### src/rtl/eng_pc_seq_pkg.sv
// eng_pc_seq_pkg
// Shared types and default sizes for the microcode PC sequencer. The microcode
// ROM and the execute stage use the same defaults.
//   CTXT_N_DEF : number of hardware contexts (power of 2, >= 2)
//   PC_W_DEF   : microcode PC width, ROM depth is 2**PC_W_DEF
package eng_pc_seq_pkg;

   localparam int CTXT_N_DEF = 4;
   localparam int PC_W_DEF   = 8;
   localparam int CTXT_W_DEF = $clog2(CTXT_N_DEF);

   typedef logic [PC_W_DEF-1:0]   eng_pc_t;
   typedef logic [CTXT_W_DEF-1:0] eng_ctxt_t;

   typedef enum logic [1:0] {
      OP_NEXT = 2'd0,
      OP_JUMP = 2'd1,
      OP_WAIT = 2'd2,
      OP_DONE = 2'd3
   } eng_xa_op_t;

   typedef enum logic [1:0] {
      ST_IDLE     = 2'd0,
      ST_READY    = 2'd1,
      ST_INFLIGHT = 2'd2,
      ST_WAIT     = 2'd3
   } eng_ctxt_st_t;

endpackage

### src/rtl/eng_pc_seq_if.sv
// eng_pc_seq_if
// Bus bundle between the PC sequencer and its neighbours.
//   start : i_start_vld/ctxt/pc in, o_start_rdy out (context launch)
//   fetch : o_fa_vld_r/ctxt_r/pc_r out, i_fa_stall in (issue to ROM)
//   exec  : i_xa_vld/ctxt/op/tgt_pc in (completion / redirect)
//   wake  : i_wake_vld/ctxt in
//   status: o_ctxt_busy_r, o_err_r out
// slave is the sequencer side, master is the surrounding pipeline side.
interface eng_pc_seq_if #(
   parameter int CTXT_N = eng_pc_seq_pkg::CTXT_N_DEF,
   parameter int PC_W   = eng_pc_seq_pkg::PC_W_DEF
);
   localparam int CTXT_W = $clog2(CTXT_N);

   logic              i_start_vld;
   logic [CTXT_W-1:0] i_start_ctxt;
   logic [PC_W-1:0]   i_start_pc;
   logic              o_start_rdy;
   logic              o_fa_vld_r;
   logic [CTXT_W-1:0] o_fa_ctxt_r;
   logic [PC_W-1:0]   o_fa_pc_r;
   logic              i_fa_stall;
   logic              i_xa_vld;
   logic [CTXT_W-1:0] i_xa_ctxt;
   logic [1:0]        i_xa_op;
   logic [PC_W-1:0]   i_xa_tgt_pc;
   logic              i_wake_vld;
   logic [CTXT_W-1:0] i_wake_ctxt;
   logic [CTXT_N-1:0] o_ctxt_busy_r;
   logic              o_err_r;

   modport slave (
      input  i_start_vld, i_start_ctxt, i_start_pc, i_fa_stall,
             i_xa_vld, i_xa_ctxt, i_xa_op, i_xa_tgt_pc, i_wake_vld, i_wake_ctxt,
      output o_start_rdy, o_fa_vld_r, o_fa_ctxt_r, o_fa_pc_r, o_ctxt_busy_r, o_err_r
   );

   modport master (
      output i_start_vld, i_start_ctxt, i_start_pc, i_fa_stall,
             i_xa_vld, i_xa_ctxt, i_xa_op, i_xa_tgt_pc, i_wake_vld, i_wake_ctxt,
      input  o_start_rdy, o_fa_vld_r, o_fa_ctxt_r, o_fa_pc_r, o_ctxt_busy_r, o_err_r
   );

endinterface

### src/rtl/eng_pc_seq_rr_arb.sv
// eng_rr_arb
// Combinational N-way round-robin arbiter. Grants the first set request bit
// at or after ptr, wrapping modulo N (N must be a power of 2).
//   req   : request vector
//   ptr   : highest-priority index
//   gnt   : one-hot grant
//   idx   : encoded grant index (0 when no grant)
//   found : any request granted
module eng_rr_arb
   import eng_pc_seq_pkg::*;
#(
   parameter int N = CTXT_N_DEF,
   parameter int W = $clog2(N)
) (
   input  logic [N-1:0] req,
   input  logic [W-1:0] ptr,
   output logic [N-1:0] gnt,
   output logic [W-1:0] idx,
   output logic         found
);

   logic [W-1:0] cand;

   always_comb begin
      gnt   = '0;
      idx   = '0;
      found = 1'b0;
      cand  = '0;
      for (int k = 0; k < N; k++) begin
         // W-bit add wraps naturally because N is a power of 2
         cand = ptr + W'(k);
         if (!found && req[cand]) begin
            found     = 1'b1;
            gnt[cand] = 1'b1;
            idx       = cand;
         end
      end
   end

endmodule

### src/rtl/eng_pc_seq.sv
// eng_pc_seq
// Microcode PC sequencer and context scheduler. Holds a PC and run state per
// context, issues one READY context per cycle round-robin to the fetch stage,
// and updates PC/state from execute-stage completions and wake events.
//   clk, arst_n : clock, async active-low reset
//   bus (slave) : start, fetch-issue, execute-completion, wake and status
//
// state       | meaning
// ------------+------------------------------------------------
// ST_IDLE     | context not running, may be started
// ST_READY    | waiting for an issue slot
// ST_INFLIGHT | one instruction issued, awaiting completion
// ST_WAIT     | parked until a wake event
module eng_pc_seq
   import eng_pc_seq_pkg::*;
#(
   parameter int CTXT_N = CTXT_N_DEF,
   parameter int PC_W   = PC_W_DEF
) (
   input  logic        clk,
   input  logic        arst_n,
   eng_pc_seq_if.slave bus
);

   localparam int CTXT_W = $clog2(CTXT_N);

   eng_ctxt_st_t      st_q [CTXT_N];
   eng_ctxt_st_t      st_d [CTXT_N];
   logic [PC_W-1:0]   pc_q [CTXT_N];
   logic [PC_W-1:0]   pc_d [CTXT_N];
   logic [CTXT_W-1:0] rr_q, rr_d;
   logic              fa_vld_q, fa_vld_d;
   logic [CTXT_W-1:0] fa_ctxt_q, fa_ctxt_d;
   logic [PC_W-1:0]   fa_pc_q, fa_pc_d;
   logic [CTXT_N-1:0] busy_q, busy_d;
   logic              err_q, err_d;
   logic [CTXT_N-1:0] req, gnt;
   logic [CTXT_W-1:0] gnt_idx;
   logic              gnt_found;
   logic              hold;
   logic              start_rdy;

   always_comb begin
      req = '0;
      for (int i = 0; i < CTXT_N; i++) req[i] = (st_q[i] == ST_READY);
   end

   eng_rr_arb #(.N(CTXT_N), .W(CTXT_W)) u_arb (
      .req   (req),
      .ptr   (rr_q),
      .gnt   (gnt),
      .idx   (gnt_idx),
      .found (gnt_found)
   );

   assign hold      = fa_vld_q && bus.i_fa_stall;
   assign start_rdy = (st_q[bus.i_start_ctxt] == ST_IDLE);

   always_comb begin
      st_d      = st_q;
      pc_d      = pc_q;
      rr_d      = rr_q;
      fa_vld_d  = fa_vld_q;
      fa_ctxt_d = fa_ctxt_q;
      fa_pc_d   = fa_pc_q;
      err_d     = err_q;
      busy_d    = '0;

      // Start, completion, wake and grant each need a different current state,
      // so on the same context at most one of them can take effect.
      if (bus.i_start_vld) begin
         if (start_rdy) begin
            st_d[bus.i_start_ctxt] = ST_READY;
            pc_d[bus.i_start_ctxt] = bus.i_start_pc;
         end else begin
            err_d = 1'b1;
         end
      end

      if (bus.i_xa_vld) begin
         if (st_q[bus.i_xa_ctxt] == ST_INFLIGHT) begin
            case (eng_xa_op_t'(bus.i_xa_op))
               OP_NEXT: begin
                  st_d[bus.i_xa_ctxt] = ST_READY;
                  pc_d[bus.i_xa_ctxt] = pc_q[bus.i_xa_ctxt] + PC_W'(1);
               end
               OP_JUMP: begin
                  st_d[bus.i_xa_ctxt] = ST_READY;
                  pc_d[bus.i_xa_ctxt] = bus.i_xa_tgt_pc;
               end
               OP_WAIT: begin
                  // a wake landing in the same cycle is not lost
                  st_d[bus.i_xa_ctxt] = (bus.i_wake_vld && bus.i_wake_ctxt == bus.i_xa_ctxt)
                                        ? ST_READY : ST_WAIT;
                  pc_d[bus.i_xa_ctxt] = pc_q[bus.i_xa_ctxt] + PC_W'(1);
               end
               default: st_d[bus.i_xa_ctxt] = ST_IDLE;
            endcase
         end else begin
            err_d = 1'b1;
         end
      end

      if (bus.i_wake_vld && st_q[bus.i_wake_ctxt] == ST_WAIT)
         st_d[bus.i_wake_ctxt] = ST_READY;

      if (!hold) begin
         fa_vld_d = gnt_found;
         if (gnt_found) begin
            for (int i = 0; i < CTXT_N; i++)
               if (gnt[i]) st_d[i] = ST_INFLIGHT;
            fa_ctxt_d = gnt_idx;
            fa_pc_d   = pc_q[gnt_idx];
            rr_d      = gnt_idx + CTXT_W'(1);
         end
      end

      for (int i = 0; i < CTXT_N; i++) busy_d[i] = (st_d[i] != ST_IDLE);
   end

   always_ff @(posedge clk or negedge arst_n) begin
      if (!arst_n) begin
         for (int i = 0; i < CTXT_N; i++) begin
            st_q[i] <= ST_IDLE;
            pc_q[i] <= '0;
         end
         rr_q      <= '0;
         fa_vld_q  <= 1'b0;
         fa_ctxt_q <= '0;
         fa_pc_q   <= '0;
         busy_q    <= '0;
         err_q     <= 1'b0;
      end else begin
         st_q      <= st_d;
         pc_q      <= pc_d;
         rr_q      <= rr_d;
         fa_vld_q  <= fa_vld_d;
         fa_ctxt_q <= fa_ctxt_d;
         fa_pc_q   <= fa_pc_d;
         busy_q    <= busy_d;
         err_q     <= err_d;
      end
   end

   assign bus.o_start_rdy   = start_rdy;
   assign bus.o_fa_vld_r    = fa_vld_q;
   assign bus.o_fa_ctxt_r   = fa_ctxt_q;
   assign bus.o_fa_pc_r     = fa_pc_q;
   assign bus.o_ctxt_busy_r = busy_q;
   assign bus.o_err_r       = err_q;

endmodule

### src/flat_wrapper.sv
// flat-port wrapper written by rule: the top's interface ports become plain ports
module eng_pc_seq_flat import eng_pc_seq_pkg::*;
#(
   parameter int CTXT_N = CTXT_N_DEF,
   parameter int PC_W   = PC_W_DEF
)
  (clk, arst_n, bus_i_start_vld, bus_i_start_ctxt, bus_i_start_pc, bus_i_fa_stall, bus_i_xa_vld, bus_i_xa_ctxt, bus_i_xa_op, bus_i_xa_tgt_pc, bus_i_wake_vld, bus_i_wake_ctxt, bus_o_start_rdy, bus_o_fa_vld_r, bus_o_fa_ctxt_r, bus_o_fa_pc_r, bus_o_ctxt_busy_r, bus_o_err_r);
  eng_pc_seq_if #(.CTXT_N(CTXT_N), .PC_W(PC_W)) bus_i ();
  input  logic clk;
  input  logic arst_n;
  input wire logic [$bits(bus_i.i_start_vld)-1:0] bus_i_start_vld;
  input wire logic [$bits(bus_i.i_start_ctxt)-1:0] bus_i_start_ctxt;
  input wire logic [$bits(bus_i.i_start_pc)-1:0] bus_i_start_pc;
  input wire logic [$bits(bus_i.i_fa_stall)-1:0] bus_i_fa_stall;
  input wire logic [$bits(bus_i.i_xa_vld)-1:0] bus_i_xa_vld;
  input wire logic [$bits(bus_i.i_xa_ctxt)-1:0] bus_i_xa_ctxt;
  input wire logic [$bits(bus_i.i_xa_op)-1:0] bus_i_xa_op;
  input wire logic [$bits(bus_i.i_xa_tgt_pc)-1:0] bus_i_xa_tgt_pc;
  input wire logic [$bits(bus_i.i_wake_vld)-1:0] bus_i_wake_vld;
  input wire logic [$bits(bus_i.i_wake_ctxt)-1:0] bus_i_wake_ctxt;
  output wire logic [$bits(bus_i.o_start_rdy)-1:0] bus_o_start_rdy;
  output wire logic [$bits(bus_i.o_fa_vld_r)-1:0] bus_o_fa_vld_r;
  output wire logic [$bits(bus_i.o_fa_ctxt_r)-1:0] bus_o_fa_ctxt_r;
  output wire logic [$bits(bus_i.o_fa_pc_r)-1:0] bus_o_fa_pc_r;
  output wire logic [$bits(bus_i.o_ctxt_busy_r)-1:0] bus_o_ctxt_busy_r;
  output wire logic [$bits(bus_i.o_err_r)-1:0] bus_o_err_r;
  assign bus_i.i_start_vld = bus_i_start_vld;
  assign bus_i.i_start_ctxt = bus_i_start_ctxt;
  assign bus_i.i_start_pc = bus_i_start_pc;
  assign bus_i.i_fa_stall = bus_i_fa_stall;
  assign bus_i.i_xa_vld = bus_i_xa_vld;
  assign bus_i.i_xa_ctxt = bus_i_xa_ctxt;
  assign bus_i.i_xa_op = bus_i_xa_op;
  assign bus_i.i_xa_tgt_pc = bus_i_xa_tgt_pc;
  assign bus_i.i_wake_vld = bus_i_wake_vld;
  assign bus_i.i_wake_ctxt = bus_i_wake_ctxt;
  assign bus_o_start_rdy = bus_i.o_start_rdy;
  assign bus_o_fa_vld_r = bus_i.o_fa_vld_r;
  assign bus_o_fa_ctxt_r = bus_i.o_fa_ctxt_r;
  assign bus_o_fa_pc_r = bus_i.o_fa_pc_r;
  assign bus_o_ctxt_busy_r = bus_i.o_ctxt_busy_r;
  assign bus_o_err_r = bus_i.o_err_r;
  eng_pc_seq #(.CTXT_N(CTXT_N), .PC_W(PC_W)) u_core (.clk(clk), .arst_n(arst_n), .bus(bus_i));
endmodule
### config.mk
export PLATFORM = sky130hd
export DESIGN_NAME = eng_pc_seq_flat
export DESIGN_NICKNAME = d
export VERILOG_FILES = /design/src/rtl/eng_pc_seq_pkg.sv /design/src/rtl/eng_pc_seq_if.sv /design/src/rtl/eng_pc_seq_rr_arb.sv /design/src/rtl/eng_pc_seq.sv /design/src/flat_wrapper.sv
export SDC_FILE = /design/constraint.sdc
export NUM_CORES = 1
export LEC_CHECK = 0
export BUFFER_PORTS_ARGS = -buffer_cell sky130_fd_sc_hd__clkbuf_2
export CAP_MARGIN = 5
export CELL_PAD_IN_SITES_DETAIL_PLACEMENT = 1
export CELL_PAD_IN_SITES_GLOBAL_PLACEMENT = 1
export CORE_AREA = 8 8 106 108
export DETAILED_ROUTE_END_ITERATION = 10
export DIE_AREA = 0 0 114 116
export GPL_ROUTABILITY_DRIVEN = 0
export PLACE_DENSITY = 0.89
export REMOVE_ABC_BUFFERS = 1
export SYNTH_ARGS = -nofsm -noshare
export SYNTH_HDL_FRONTEND = slang
export SYNTH_HIERARCHICAL = 1
export SYNTH_SLANG_ARGS = --single-unit
### constraint.sdc
create_clock -name clk -period 3.71 [get_ports clk]
set_clock_uncertainty 0.2 [all_clocks]
set_input_delay 0.742 -clock clk [delete_from_list [all_inputs] [get_ports clk]]
set_output_delay 0.742 -clock clk [all_outputs]
set_load 0.01 [all_outputs]
==> results.cfg, run 1 <==
[clock_tree]
holdBufCountCts = 0
tritoncts = done
cts_setup_buffers = 0
path_clk_slew_ps = 70
cts_inserted_buffers = 9
htree_levels = 3
postCtsResizedCells = 0
cts_buffer_depth = 2
insertion_delay_ps = 360
clkSinkCount = 58
cts_root_buffer = clkbuf_8

[drt]
drc = 0
wire_per_inst_um = 25.2
ant_nets = 0
dr_total_vias = 4312
dr.first_iter.drc_count = 416
viasPerCell = 6.77
drt-pass1-iter-count = 5
routed_wl_um = 16000

[cells_and_area]
areaGrowthSynthToFinish_pct = 13.7
fin_cells = 637
num_antenna_cells = 0
finish.utilization_pct = 52.3
final_common_cell = dfrtp_1
nets = 535
num-fill-cells = 1123
layout-drive-gt1-share_pct = 25.6
final_cell_mix = 57 x dfrtp_1, 46 x clkbuf_2, 34 x o21ai_0, 32 x nand2_1

[timing]
clock.fmax_mhz = 285
whs_ps = 232
period_share_pct = 94.7
slew_viol_final = 0
rsz0062_at_grt = false
setup_viol = 0
worst_pin_slew_ps = 1190
hold_viol_final = 0
fin_crit_ps = 3510
relSlewSlack_pct = 20.4

[pwr]
vdd_drop_max_mv = 0.480
power.density_nw_per_um2 = 887
leakagePower_nw = 2.06

[place]
dp_hpwl_um = 11600
place_inst = 621
io_buffers = 46

[logic_synthesis]
async_flop_share_pct = 100
synth_edf_count = 0
ys_types = 67
ys_warn_count = 6
netlist_area_um2 = 4390
synth.area.top_cells = dfrtp_1 33%, mux4_2 8.7%, mux2i_1 7.1%
seq_area_frac_synth_pct = 33.1
synth_top_area_share_pct = 33.1
synth_cells = 451
synth_ff_type = dfrtp_1
synth_top_area_cell = dfrtp_1
syn_avg_cell_area_um2 = 9.73
synth-seq-cells = 58

[die]
core_um2 = 9550
die_y_um = 116
fp.dieW_um = 114
io_pins = 47
start_util_pct = 46.0
fp-row-count = 36
dieArea_um2 = 13200

[outcome]
status = finished clean

[global_routing]
grt_usage_pct = 25.1
grt_pass1_wl_um = 25200
grt_max_degree = 33
grt_pass1_vias = 4463
grt_remaining_overflow = 0
antenna_found_initial = 0

[setup_path]
critPathMaxFanout = 10
crit_path_end_kind = register
startpoint_type = register
arrival_ps = 3560
crit_required_ps = 3750
criticalPathCategory = reg -> reg

[job]
max_cap_violations = 0

[hold_path]
holdCritPathClass = in -> async
-- worst max-delay path, cell delays in order (launching register included) --
cell and delay, ps:
dfrtp_1 510, inv_1 110, ha_1 380, mux4_2 450, and2b_2 310, o21ai_0 140
o31ai_4 190, buf_4 290, mux4_2 520, mux2_2 290
-- state kept, by name (all words and copies together), names as in the netlist --
signal                    flops
u_core/bus.o_fa_vld_r         1
u_core/bus.o_err_r            1
u_core/rr_q                   2
u_core/pc_q                  32
u_core/bus.o_fa_ctxt_r        2
u_core/bus.o_ctxt_busy_r      4
u_core/bus.o_fa_pc_r          8
u_core/st_q                   8
-- power by group --
part           total [mW]  internal, mW  switching, mW
clock               0.602         0.308          0.294
sequential           1.16         0.906          0.249
combinational        2.67          1.23           1.44
total                4.43          2.45           1.99
-- synth_stat cells (4+ instances only) --
cell and instances:
a21oi_1 16, mux4_2 17, a211oi_1 6, xnor2_1 5
and2_1 10, buf_6 4, o31ai_1 4, o22ai_1 9
or3_1 4, nor2b_1 7, a21o_1 4, ha_1 6
o211ai_1 5, nor2_1 31, mux2_2 15, o221ai_1 7
clkbuf_1 17, nand3_1 8, o21ai_0 34, a31oi_1 4
or4_1 4, o21a_1 5, nor3_1 19, nand2b_1 8
mux2i_1 31, inv_1 14, buf_2 4, nand2_1 32
a22oi_1 11, dfrtp_1 58
-- cell families after synthesis --
kind of cell	share of synthesized area [%]
AO/OA/AOI/OAI	19.7
XOR/XNOR	0.997
adder cells (fa/ha/maj)	1.71
buffers and inverters	4.39
flip-flops	33.1
multiplexers	21.8
AND/OR/NAND/NOR	18.4
-- final timing paths --
check                                             startpoint                             endpoint  slack (ps)  cells after the start
worst max-delay path              u_core/rr_q[0]$_DFFE_PN0P_  u_core/bus.o_fa_pc_r[1]$_DFFE_PN0P_         200                      9
worst min-delay path                                  arst_n  u_core/bus.o_fa_pc_r[3]$_DFFE_PN0P_         230                      1
worst max register to register    u_core/rr_q[0]$_DFFE_PN0P_  u_core/bus.o_fa_pc_r[1]$_DFFE_PN0P_         200                      9
worst min register to register  u_core/bus.o_err_r$_DFF_PN0_         u_core/bus.o_err_r$_DFF_PN0_         280                      2
max in group asynchronous                             arst_n           u_core/rr_q[1]$_DFFE_PN0P_        2120                      2
min in group clk                u_core/bus.o_err_r$_DFF_PN0_         u_core/bus.o_err_r$_DFF_PN0_         280                      2
-- layer usage --
layer	up-vias	global-route usage (%)	wire, um
li1	1822	-	-
met1	2155	29.3	6250
met2	254	41.9	7770
met3	81	5.21	1150
met4	0	15.4	871
met5	-	0	0
-- through the flow --
step / power [mW] / worst slack, ps / area, um^2 / TNS [ps]
2_1_floorplan: 2.89 / -198 / 4250 / -1390
3_3_place_gp: 3.56 / 190 / 4790 / 0
3_5_place_dp: 3.72 / 58.6 / 4790 / 0
4_1_cts: 4.36 / 21.4 / 4980 / 0
5_1_grt: 4.68 / 53.3 / 4990 / 0
6_report: 4.43 / 195 / 4990 / 0
-- layout make-up --
| class | instances | area, um^2 | area share, % |
|---|---|---|---|
| Multi-Input combinational cell | 352 | 2760 | 55.3 |
| Sequential cell | 58 | 1450 | 29.1 |
| Timing Repair Buffer | 64 | 365 | 7.32 |
| Tap cell | 133 | 166 | 3.33 |
| Clock buffer | 9 | 124 | 2.48 |
| Clock inverter | 7 | 68.8 | 1.38 |
| Inverter | 14 | 52.6 | 1.05 |
No activity file was read; power rests on OpenSTA's default activity.
==> inputs of run 2 (changes only) <==
Settings changed: REMOVE_ABC_BUFFERS 1 to not set.
==> run 2 against run 1 <==
Net effect: fmax grew 0.18%; critical path depth is the same; sequential power is essentially flat; register-to-register slack is essentially flat; worst setup slack gained 6.5 ps; count of clock-buffer cells in the layout grew 1; combinational power shrank 1%; sequential cell count is the same; routed wire length grew 2.3%; highest routed layer unchanged; non-clock buffer count is the same; largest power group unchanged; die area is the same; global-route usage grew 0.48 points.
==> results.cfg, run 2 (same netlist as run 1, synthesis figures left out) <==
[place]
io_buffers = 46
pre_cts_slack_ps = 214
place_inst = 621
dp_hpwl_um = 11800
postPlaceCellArea_um2 = 4790

[setup_path]
critPathMaxFanout = 10
crit_path_frequent_cell = mux4_2
critPathSlowestCell = dfrtp_1
criticalPathCategory = reg -> reg
crit_path_end_kind = register
startpoint_type = register
max_stage_delay_ps = 550
crit_required_ps = 3740
arrival_ps = 3540
path_cells = inv_1 > ha_1 > mux4_2 > nor4b_4 > nor2_1 > a32o_1 > buf_4 > mux4_2 > mux2_2

[cells_and_area]
final_common_cell = dfrtp_1
fin_cells = 636
largest_reg_flops = 32
final_cell_mix = 58 x dfrtp_1, 46 x clkbuf_2, 34 x o21ai_0, 32 x nand2_1
layout-drive-gt1-share_pct = 25.2
multi_input_area_um2 = 2760
seqCellArea_um2 = 1450
finish.utilization_pct = 52.2
final_design_area_no_fill_um2 = 4980
num-fill-cells = 1123
areaGrowthSynthToFinish_pct = 13.5
nets = 535
regMostFlops = u_core/pc_q
num_antenna_cells = 0

[global_routing]
grt_remaining_overflow = 0
grt_pass1_wl_um = 25800
antenna_found_initial = 0
grt_pass1_vias = 4592
grt_max_degree = 59
grt_usage_pct = 25.6

[drt]
routed_wl_um = 16400
viasPerCell = 6.79
drc = 0
wire_per_inst_um = 25.8
dr.first_iter.drc_count = 477
ant_nets = 0
dr_total_vias = 4321
drt-pass1-iter-count = 8

[clock_tree]
clkSinkCount = 58
cts_setup_buffers = 0
htree_levels = 3
tritoncts = done
cts_inserted_buffers = 9
cts_root_buffer = clkbuf_8
holdBufCountCts = 0
path_clk_slew_ps = 80
postCtsResizedCells = 0
cts_buffer_depth = 2
insertion_delay_ps = 350

[die]
die_y_um = 116
io_pins = 47
fp.dieW_um = 114
dieArea_um2 = 13200
start_util_pct = 46.0
core_um2 = 9550
fp-row-count = 36

[pwr]
power.internal_mw = 2.46
p_comb_share_pct = 59.6
leakagePower_nw = 2.06
seq_power_share_pct = 26.6
netSwitchingPower_mw = 1.95
p_sw_share_pct = 44.2
p_total_mw = 4.41
pwr-share-clk_pct = 13.9
vdd_drop_max_mv = 0.329
power.density_nw_per_um2 = 886

[timing]
clock.fmax_mhz = 285
setup-tns-final_ps = 0
hold_viol_final = 0
setup_viol = 0
period_share_pct = 94.6
relSlewSlack_pct = 36.5
fin_crit_ps = 3510
whs_ps = 288
worst_pin_slew_ps = 946
rsz0062_at_grt = false
fin_ws_ps = 202
slew_viol_final = 0

[job]
max_cap_violations = 0

[hold_path]
holdCritPathClass = reg -> reg

[outcome]
status = finished clean

[logic_synthesis]
syn-num-nets = 487
==> run 2: critical path: cells and delay by family, from the launching register on <==
kind / cells / cell delay [ps]
AND/OR/NAND/NOR: 2 / 500
buffers and inverters: 2 / 390
AO/OA/AOI/OAI: 1 / 340
adder cells (fa/ha/maj): 1 / 380
flip-flops: 1 / 550
multiplexers: 3 / 1010
==> run 2: layer usage <==
metal	part of all wire, %	vias up	global-route usage [%]
li1	-	1822	-
met1	38	2160	29.7
met2	49	262	42.9
met3	7.5	77	4.90
met4	5.6	0	16.3
met5	0	-	0
==> run 2: area by class of cell <==
cell class / count / area share [%]
clock inverter: 5 / 1.10
multi-input combinational: 352 / 55.3
clock buffer: 10 / 2.76
sequential: 58 / 29.1
timing repair buffer: 64 / 7.33
tap: 133 / 3.34
inverter: 14 / 1.05
==> run 2: path summary, 6_finish.rpt <==
| check | startpoint | to | slack (ps) | depth (start not counted) |
|---|---|---|---|---|
| setup / recovery | u_core/rr_q[1]$_DFFE_PN0P_ | u_core/bus.o_fa_pc_r[3]$_DFFE_PN0P_ | 200 | 9 |
| hold / removal | u_core/bus.o_err_r$_DFF_PN0_ | u_core/bus.o_err_r$_DFF_PN0_ | 290 | 2 |
| setup reg to reg | u_core/rr_q[1]$_DFFE_PN0P_ | u_core/bus.o_fa_pc_r[3]$_DFFE_PN0P_ | 200 | 9 |
| hold reg to reg | u_core/bus.o_err_r$_DFF_PN0_ | u_core/bus.o_err_r$_DFF_PN0_ | 290 | 2 |
| max in group asynchronous | arst_n | u_core/pc_q[19]$_DFF_PN0_ | 2400 | 2 |
| min in group asynchronous | arst_n | u_core/pc_q[8]$_DFF_PN0_ | 340 | 2 |
==> run 2: power groups by stage <==
stage / Clock [mW] / Combinational [mW] / Sequential [mW]
detailed placement: 0 / 2.58 / 1.17
CTS: 0.613 / 2.59 / 1.16
global placement: 0 / 2.42 / 1.14
finish: 0.612 / 2.63 / 1.17
global route: 0.642 / 2.82 / 1.20
floorplan: 0 / 1.87 / 1.10
==> inputs of run 3 (changes only) <==
Settings changed: CORE_AREA 8 8 106 108 to 8 8 83 139, DIE_AREA 0 0 114 116 to 0 0 91 147.
==> run 3 against run 2 <==
Net effect: non-clock buffer count stayed put; register-to-register slack improved by 60 ps; count of clock-buffer cells in the layout rose by 1; first-iteration DRC count decreased by 42%; worst hold slack improved by 0.63 ps; fmax is 1.8% higher.
==> results.cfg, run 3 (same netlist as run 1, synthesis figures left out) <==
[outcome]
status = finished clean

[setup_path]
rrSetupSlack_ps = 260
r2r_start = u_core/rr_q[1]$_DFFE_PN0P_
crit_required_ps = 3730
r2r_cells = 8
critPathMaxFanout = 10
arrival_ps = 3460
criticalPathCategory = reg -> reg
crit_path_end_kind = register
startpoint_type = register
r2r_end = u_core/bus.o_fa_pc_r[7]$_DFFE_PN0P_

[timing]
rsz0062_at_grt = false
period_share_pct = 92.9
setup_viol = 0
relSlewSlack_pct = 22.1
hold_viol_final = 0
fin_crit_ps = 3450
setup-tns-final_ps = 0
slew_viol_final = 0
worst_pin_slew_ps = 1160
clock.fmax_mhz = 290

[pwr]
power.density_nw_per_um2 = 925
p_total_mw = 4.75
leakagePower_nw = 2.15
vdd_drop_max_mv = 0.524

[clock_tree]
insertion_delay_ps = 330
clkSinkCount = 58
cts_inserted_buffers = 9
cts_buffer_depth = 2
cts_root_buffer = clkbuf_16
path_clk_slew_ps = 50
htree_levels = 3
tritoncts = done
cts_setup_buffers = 0

[global_routing]
grt_max_degree = 59
grt_pass1_vias = 4842
grt_usage_pct = 25.7
grt_pass1_wl_um = 26600
antenna_found_initial = 0
grt_remaining_overflow = 0

[cells_and_area]
final_common_cell = dfrtp_1
fin_cells = 629
largest_reg_flops = 32
final_design_area_no_fill_um2 = 5130
nets = 535
layout-drive-gt1-share_pct = 25.6
areaGrowthSynthToFinish_pct = 17.0
num_antenna_cells = 0
regMostFlops = u_core/pc_q
final_cell_mix = 58 x dfrtp_1, 46 x clkbuf_2, 34 x o21ai_0, 32 x nand2_1

[drt]
dr.first_iter.drc_count = 276
drt-pass1-iter-count = 5
drc = 0
wire_per_inst_um = 26.4
routed_wl_um = 16600
ant_nets = 0
dr_total_vias = 4292
viasPerCell = 6.82

[job]
max_cap_violations = 0

[die]
die_y_um = 147
core_um2 = 9730
start_util_pct = 45.1
fp.dieW_um = 91
io_pins = 47
fp-row-count = 48
dieArea_um2 = 13400

[hold_path]
holdCritPathClass = reg -> reg
hold_depth = 2
hp-start = u_core/bus.o_err_r$_DFF_PN0_
holdPathEnd = u_core/bus.o_err_r$_DFF_PN0_

[place]
postPlaceCellArea_um2 = 4780
dp_hpwl_um = 11900
io_buffers = 46
place_inst = 613

[logic_synthesis]
syn-num-nets = 487
[run 3: cell count changes in the layout (fill, tap and decap cells not counted)]
cell / previous run / this run
clkbuf_16: 0 / 9
bufinv_16: 1 / 3
clkinvlp_4: 2 / 0
a32o_1: 2 / 1
a32o_2: 0 / 1
clkbuf_8: 10 / 2
[run 3: layout make-up]
| cell class | count | area, um^2 |
|---|---|---|
| Fill cell | 1136 | 4590 |
| Clock inverter | 5 | 100 |
| Timing Repair Buffer | 64 | 365 |
| Clock buffer | 11 | 253 |
| Sequential cell | 58 | 1450 |
| Inverter | 14 | 52.6 |
| Tap cell | 125 | 156 |
| Multi-Input combinational cell | 352 | 2760 |
[run 3: how the worst max path moves through the flow]
stage | slack, ps | cells after the start | startpoint | end
after global placement | 290 | 7 | u_core/rr_q[1]$_DFFE_PN0P_ | u_core/bus.o_fa_pc_r[7]$_DFFE_PN0P_
after detailed placement | 120 | 7 | u_core/rr_q[1]$_DFFE_PN0P_ | u_core/bus.o_fa_pc_r[7]$_DFFE_PN0P_
after global routing | 120 | 9 | u_core/rr_q[1]$_DFFE_PN0P_ | u_core/bus.o_ctxt_busy_r[2]$_DFF_PN0_
after floorplan | 290 | 11 | u_core/rr_q[0]$_DFFE_PN0P_ | u_core/bus.o_fa_pc_r[6]$_DFFE_PN0P_
after CTS | 110 | 7 | u_core/rr_q[1]$_DFFE_PN0P_ | u_core/bus.o_fa_pc_r[7]$_DFFE_PN0P_
final | 260 | 8 | u_core/rr_q[1]$_DFFE_PN0P_ | u_core/bus.o_fa_pc_r[7]$_DFFE_PN0P_
[run 3: worst max-delay path, cell delays in order, from the launching register on]
cell and delay, ps:
dfrtp_1 520, inv_1 150, ha_1 360, mux4_2 440
nor4b_4 440, nor2_1 100, a32o_2 360, mux4_2 460
mux2_2 290
[run 3: metal layers]
metal	global-route usage (%)	wire, um
met2	44.2	8620
met5	0	0
met4	22.1	1330
met3	6.18	1000
met1	25.2	5670
[run 3: power by group]
| part | switching (mW) | internal, mW | leakage, nW |
|---|---|---|---|
| sequential | 0.256 | 0.907 | 0.672 |
| clock | 0.300 | 0.690 | 0.176 |
| combinational | 1.40 | 1.20 | 1.30 |
| total | 1.95 | 2.80 | 2.15 |
[run 3: timing repair]
item | in CTS | in global routing
hold buffers | 0 | 0
gates resized for setup | 0 | 1
endpoints found under the setup margin | 0 | 1
[run 3: through the flow]
step | setup WS (ps) | hold WS (ps) | util, %
2_1_floorplan | 288 | 246 | -
3_3_place_gp | 287 | 261 | 49.1
3_5_place_dp | 122 | 281 | 49.1
4_1_cts | 109 | 294 | 52.8
5_1_grt | 116 | 315 | 52.8
6_report | 264 | 289 | 52.8
